`src/rtl/inst_fetch_bridge.sv`:
```
// inst_fetch_bridge: tagged fetch buffer between the core ROM port and a req/gnt/rvalid bus.
// Define FETCH_PREFETCH_EN for a 2-entry buffer with next-word prefetch after each demand fill.
module inst_fetch_bridge #(
  parameter int unsigned TIMEOUT_CYC = 255,
  parameter logic [31:0] NOP_INST = 32'h0000_0000
) (
  input  logic        clk,
  input  logic        rst,
  input  logic        rom_ce_i,
  input  logic [31:0] rom_addr_i,
  output logic [31:0] rom_data_o,
  output logic        stallreq_o,
  input  logic        inv_i,
  output logic        mem_req_o,
  output logic [31:0] mem_addr_o,
  input  logic        mem_gnt_i,
  input  logic        mem_rvalid_i,
  input  logic [31:0] mem_rdata_i,
  output logic        err_o
);
`ifdef FETCH_PREFETCH_EN
  localparam int N = 2;
  typedef enum logic [2:0] {IDLE, REQ, WAIT, PREQ, PWAIT} state_t;
`else
  localparam int N = 1;
  typedef enum logic [1:0] {IDLE, REQ, WAIT} state_t;
`endif
  state_t state, state_nxt;
  logic [N-1:0] valid, match;
  logic [29:0] tag [N];
  logic [31:0] data [N];
  logic [29:0] req_tag;
  logic [7:0] cnt;
  logic drop, hit, miss, waiting, requesting, rsp, tmo, store, widx, pf_go;
  logic [31:0] hit_data;
  for (genvar g = 0; g < N; g++) begin : g_match
    assign match[g] = valid[g] && tag[g] == rom_addr_i[31:2];
  end
  always_comb begin
    hit_data = NOP_INST;
    for (int i = 0; i < N; i++) if (match[i]) hit_data = data[i];
  end
  assign hit = rom_ce_i && |match;
  assign miss = rom_ce_i && !hit;
  assign rom_data_o = hit ? hit_data : NOP_INST;
  assign stallreq_o = rst && miss;
`ifdef FETCH_PREFETCH_EN
  logic rr;
  assign widx = rr;
  assign requesting = state == REQ || state == PREQ;
  assign waiting = state == WAIT || state == PWAIT;
  // the demand fill lands in entry rr, so only the other entry can already hold T+1
  assign pf_go = state == WAIT && mem_rvalid_i && store && !(valid[~rr] && tag[~rr] == req_tag + 30'd1);
  always_ff @(posedge clk or negedge rst)
    if (!rst) rr <= 1'b0;
    else if (store) rr <= ~rr;
`else
  assign widx = 1'b0;
  assign requesting = state == REQ;
  assign waiting = state == WAIT;
  assign pf_go = 1'b0;
`endif
  assign rsp = waiting && mem_rvalid_i;
  assign tmo = waiting && !mem_rvalid_i && cnt == 8'(TIMEOUT_CYC - 1);
  assign err_o = state == WAIT && tmo;
  // a prefetch timeout stores nothing; a demand timeout stores NOP under the tag
  assign store = !inv_i && !drop && (rsp || (state == WAIT && tmo));
  assign mem_req_o = requesting;
  assign mem_addr_o = {req_tag, 2'b00};
  always_comb begin
    state_nxt = state;
    case (state)
      IDLE: state_nxt = miss ? REQ : IDLE;
      REQ: state_nxt = mem_gnt_i ? WAIT : REQ;
`ifdef FETCH_PREFETCH_EN
      WAIT: state_nxt = pf_go ? PREQ : (rsp || tmo) ? IDLE : WAIT;
      PREQ: state_nxt = mem_gnt_i ? PWAIT : PREQ;
      PWAIT: state_nxt = (rsp || tmo) ? IDLE : PWAIT;
`else
      WAIT: state_nxt = (rsp || tmo) ? IDLE : WAIT;
`endif
      default: state_nxt = IDLE;
    endcase
  end
  always_ff @(posedge clk or negedge rst) begin
    if (!rst) begin
      state <= IDLE;
      valid <= '0;
      req_tag <= '0;
      cnt <= '0;
      drop <= 1'b0;
    end else begin
      state <= state_nxt;
      cnt <= (waiting && state_nxt == state) ? cnt + 8'd1 : 8'd0;
      drop <= state_nxt != IDLE && (drop || (inv_i && state != IDLE));
      if (state == IDLE && miss) req_tag <= rom_addr_i[31:2];
      else if (pf_go) req_tag <= req_tag + 30'd1;
      if (inv_i) valid <= '0;
      else if (store) valid[widx] <= 1'b1;
    end
  end
  always_ff @(posedge clk)
    if (store) begin
      tag[widx] <= req_tag;
      data[widx] <= mem_rvalid_i ? mem_rdata_i : NOP_INST;
    end
endmodule

```
`config.mk`:
```
export PLATFORM = sky130hd
export DESIGN_NAME = inst_fetch_bridge
export DESIGN_NICKNAME = d
export VERILOG_FILES = /design/src/rtl/inst_fetch_bridge.sv
export SDC_FILE = /design/constraint.sdc
export NUM_CORES = 1
export LEC_CHECK = 0
export ABC_CLOCK_PERIOD_IN_PS = 7600
export CORE_ASPECT_RATIO = 2
export CORE_UTILIZATION = 39
export CTS_CLUSTER_DIAMETER = 40
export DETAILED_ROUTE_END_ITERATION = 7
export HOLD_SLACK_MARGIN = 0.1
export PLACE_DENSITY = 0.73
export SETUP_SLACK_MARGIN = 0.02
export SLEW_MARGIN = 10
export SYNTH_ARGS = -nofsm -noshare
export SYNTH_HDL_FRONTEND = slang
export SYNTH_SLANG_ARGS = --single-unit
```
`constraint.sdc`:
```
create_clock -name clk -period 7.6 [get_ports clk]
set_clock_uncertainty 0.15 [all_clocks]
set_input_delay 1.52 -clock clk [delete_from_list [all_inputs] [get_ports clk]]
set_output_delay 1.52 -clock clk [all_outputs]
set_load 0.02 [all_outputs]
```
-- After elaboration in Yosys (flattened, before gate mapping)
Memories as Yosys holds them, arrays and structs flattened.
Index checks and enable logic that the tools add are counted.
- add/subtract/negate cells: 1
- $mul: 0
- divide/modulo/power cells: 0
- magnitude comparators: 0
- equality and inequality tests: 5
- shifts and indexed selects: 0
- multiplexer cells: 12
- bitwise operators: 0
- reductions and logical operators: 25
- operators by type and width (kind ; count):
    32-bit two-way mux ; 3
    30-bit == test ; 1
    1-bit logical AND ; 14
    8-bit by 1-bit adder with 8-bit output, second input constant ; 1
    8-bit == test, second input constant ; 1
    8-bit two-way mux ; 1
    2-bit one-hot mux with 3 select lines ; 1
    2-bit nonzero test ; 3
    1-bit two-way mux ; 5
    1-bit zero test ; 4
    2-bit two-way mux ; 2
    1-bit logical OR ; 3
    2-bit by 1-bit == test with 1-bit output, second input constant ; 1
    2-bit == test ; 1
    2-bit == test, second input constant ; 1
    2-bit zero test ; 1
- flip-flop bits (word level): 42
- latch bits: 0
- RAM bits: 62
- memory bits (read-only): 0
- logic and storage cells: 50
- memories kept: 2
- memories (name ; depth ; width ; read ports ; clocked after Yosys merged registers in ; wr ports ; line ; source):
    data ; 1 ; 32 ; 1 ; 0 ; 1 ; 31 ; logic [31:0] data [N];
    tag ; 1 ; 30 ; 1 ; 0 ; 1 ; 30 ; logic [29:0] tag [N];

-- Longest topological paths before layout
An unclocked memory read counts as a cell.
- depth after elaboration: 11
- mapped depth: 6
- depth with buffers taken out: 5

-- Worst setup path after synthesis
Ideal clock, no wire load.
- kind: input-to-reg
- start: in inv_i
- end: mem data[0][0] (enable)
- setup time: 0.639 ns
- arrival time: 7.640 ns
- data required time: 6.811 ns
- path slack: -0.829 ns
- cell stages on the path: 1
- path buffers: 0
- cells stage by stage: nor4_1
- word-level cells in the longest chain between the ends: 5
- RTL lines (element ; line ; source):
    start, declared ; 13 ; input logic inv_i,
    1-bit zero test ; 67 ; assign store = !inv_i && !drop && (rsp || (state == WAIT && tmo));
    1-bit logical AND (2 in series) ; 67 ;
    1-bit two-way mux ; 103 ; if (store) begin
    1-bit two-way mux ; 105 ; data[widx] <= mem_rvalid_i ? mem_rdata_i : NOP_INST;
    end, declared ; 31 ;
Every way passes these cells.

-- Final worst setup path
- start: in rom_addr_i[28]
- end: out rom_data_o[26]
- word-level cells in the longest chain between the ends: 4
- elaborated cells on any way between the ends: 5
- RTL lines (element ; line ; source):
    start, declared ; 10 ; input logic [31:0] rom_addr_i,
    30-bit == test (*) ; 37 ; assign match[g] = valid[g] && tag[g] == rom_addr_i[31:2];
    1-bit logical AND (*) ; 37 ;
    32-bit two-way mux or 1-bit logical AND (tied branches) ; 41, 43 ;
    32-bit two-way mux (*) ; 45 ; assign rom_data_o = hit ? hit_data : NOP_INST;
    end, declared ; 11 ; output logic [31:0] rom_data_o,
Mark *: on every way between the ends. The rest lies on a longest branch, timed or not.

==> results.py <==
metrics = {
    "layout": {
        "layout_commonest_cell": "clkdlybuf4s50_1",
        "area_growth_pct": 39.68,
        "finish.utilization": 0.5564,
        "n_antenna_cell": 0,
        "post_route_cells_drive_above_1_share": 0.1267,
        "nNetsFinal": 509,
        "nFillCells": 936,
        "layout_common_cells": "clkdlybuf4s50_1, and2_1, edfxtp_1",
    },
    "timing": {
        "finalSetupViolCount": 0,
        "rsz0062_at_grt": "false",
        "slew_headroom": 0.4082,
        "report.final.slew_viol_count": 0,
        "fin_tns_setup_ns": 0,
        "post-route-period-util": 0.8011,
        "hold_viol": 0,
        "period_needed_ns": 6.088,
        "fmax_mhz": 164.2,
        "worst_slew_pin_slew_ns": 0.8849,
        "whs_ns": 0.3316,
    },
    "floorplan": {
        "dieArea_um2": 11910,
        "fp.dieH_um": 153.4,
        "start_util": 0.3983,
        "pin_count": 137,
        "rows": 55,
        "chipWidth_um": 77.69,
        "fp.coreArea_um2": 11220,
    },
    "place": {
        "hpwlAfterDp_mm": 6.847,
        "io_buffers": 132,
        "gp_congestion": 0.7328,
    },
    "synth": {
        "ys_warn_count": 0,
        "seq_area_frac_synth": 0.6519,
        "synth_enable_flop_cells": 62,
        "ys_types": 33,
        "avgSynthCellArea_um2": 14.89,
        "synth_top_area_share": 0.4167,
        "ys_ff_latch": 104,
        "synthesis.area_um2": 4468,
        "synth_cells": 300,
        "ys.flop_type": "edfxtp_1",
        "yosys.area.top_type": "edfxtp_1",
        "ys_top_cells_by_area": "edfxtp_1, dfrtp_1, mux2_4",
        "postSynth.asyncResetShare": 0.4038,
    },
    "clocking": {
        "clk_latency_ns": 0.34,
        "cts_setup_buffers": 0,
        "clk_pin_slew_ns": 0.07,
        "cts-root-buf": "clkbuf_16",
        "htreeDepth": 3,
        "ctsLongestPathBuffers": 2,
        "cts.sinks": 104,
        "cts_buffers": 9,
        "hold_buffers": 0,
        "cts_tree": "built",
        "postCtsResizedCells": 0,
    },
    "power_and_ir_drop": {
        "clkPwrFrac": 0.247,
        "power_density_nw_per_um2": 302.3,
        "power.share.sequential": 0.439,
        "p_int_mw": 1.334,
        "vdd_ir_drop_max_mv": 0.1752,
        "power.total_mw": 1.887,
        "power.switching_mw": 0.5524,
        "switching_share": 0.2928,
        "leakagePower_nw": 2.358,
        "p_comb_frac": 0.314,
    },
    "drt": {
        "finalWirelength_mm": 9.627,
        "vias_per_cell": 4.717,
        "via_count": 2755,
        "wl_per_cell_um": 16.48,
        "drt_pass1_iterations": 4,
        "ant_nets": 0,
        "drcViolationCount": 0,
        "drt_iter0_drc": 146,
    },
    "setup_path": {
        "ff2ff_path_depth": 6,
        "end_kind": "primary output",
        "r2r-start": "tag[0][26]",
        "critPathRequiredTime_ns": 5.93,
        "crit_end": "rom_data_o[26]",
        "worstSetupStartpointType": "input pin",
        "crit_path_start": "rom_addr_i[28]",
        "rrSetupSlack_ns": 4.96,
        "critPathArrivalTime_ns": 4.42,
        "r2r-end": "req_tag[21]",
        "path_max_fanout": 32,
        "crit_type": "input pin to primary output",
    },
    "flow_run": {
        "timing.max_cap.violations": 0,
    },
    "worst_hold_path": {
        "hold_path_class": "register to register",
    },
    "global_routing": {
        "grt_pass1_wl_mm": 15.57,
        "grt_usage": 0.1740,
        "grt-ovfl-total": 0,
        "grt_pass1_vias": 2906,
        "antenna_found_initial": 0,
        "grt_max_degree": 45,
    },
    "run_status": {
        "status": "completed",
    },
}
-- area by class of cell --
type                       count  area [um^2]  area share
clock buffer                  10        229.0     0.03669
timing repair buffer         136         1346      0.2157
multi-input combinational    181         1488      0.2384
sequential                   104         2913      0.4667
tap                          142        177.7     0.02847
inverter                       5        18.77    0.003007
clock inverter                 6        68.82     0.01103
-- sequential cells by signal, indices dropped and copies added (netlist names) --
signal and flops:
valid 1, req_tag 30, data 32, state 2
cnt 8, drop 1, tag 30
-- cell usage after synthesis (2+ instances only) --
| cell type | number |
|---|---|
| and2_1 | 64 |
| edfxtp_1 | 62 |
| dfrtp_1 | 42 |
| xnor2_1 | 31 |
| mux2_4 | 29 |
| nor2_1 | 11 |
| nand3_1 | 7 |
| nand4_1 | 7 |
| inv_1 | 5 |
| xor2_1 | 5 |
| buf_6 | 3 |
| clkbuf_1 | 3 |
| clkbuf_2 | 3 |
| nand2_1 | 3 |
| a21o_1 | 2 |
| and3_1 | 2 |
| buf_4 | 2 |
| ha_1 | 2 |
| nor3_1 | 2 |
| nor4_2 | 2 |
-- layer usage --
metal / up-vias / track usage / wire, um
li1: 1307 / - / -
met1: 1361 / 0.1854 / 3504
met2: 74 / 0.3232 / 5569
met3: 13 / 0.03463 / 360
met4: 0 / 0.07547 / 193
met5: - / 0 / 0
-- worst max-delay path: stages --
cell and delay, ns:
clkdlybuf4s50_1 0.45, xnor2_1 0.21, nand4_1 0.16, nor4_2 0.63, and3_2 0.59, and2_1 0.21
clkdlybuf4s50_1 0.63
-- kinds of logic after synthesis --
logic type,share of synthesized area
AND/OR/NAND/NOR,0.1372
AO/OA/AOI/OAI,0.01288
other,0.0008393
multiplexers,0.09997
flip-flops,0.6519
adder cells (fa/ha/maj),0.005600
XOR/XNOR,0.07057
buffers and inverters,0.02100
-- worst min path at each step --
stage | slack (ns) | depth (start not counted) | end | start
final | 0.33 | 0 | tag[0][0] | req_tag[0]
after global placement | 0.31 | 0 | tag[0][0] | req_tag[0]
after CTS | 0.33 | 0 | tag[0][0] | req_tag[0]
after detailed placement | 0.31 | 0 | tag[0][0] | req_tag[0]
after floorplan | 0.30 | 1 | valid | valid
after global routing | 0.35 | 0 | tag[0][0] | req_tag[0]
-- through the flow --
step / setup WS (ns) / cell area (um^2) / cells
final: 1.512 / 6241 / 584
after CTS: 1.406 / 6241 / 584
after floorplan: 1.873 / 4478 / 301
after global routing: 1.322 / 6241 / 584
after detailed placement: 1.417 / 5943 / 568
after global placement: 1.452 / 5943 / 568
-- power by group through the flow --
stage	Combinational, mW	Clock (mW)	Sequential, mW
2_1_floorplan	0.244	0	0.923
3_3_place_gp	0.591	0	0.827
3_5_place_dp	0.597	0	0.837
4_1_cts	0.601	0.477	0.828
5_1_grt	0.628	0.498	0.845
6_report	0.592	0.466	0.829
Note: power is estimated with default switching activity, not from simulation.
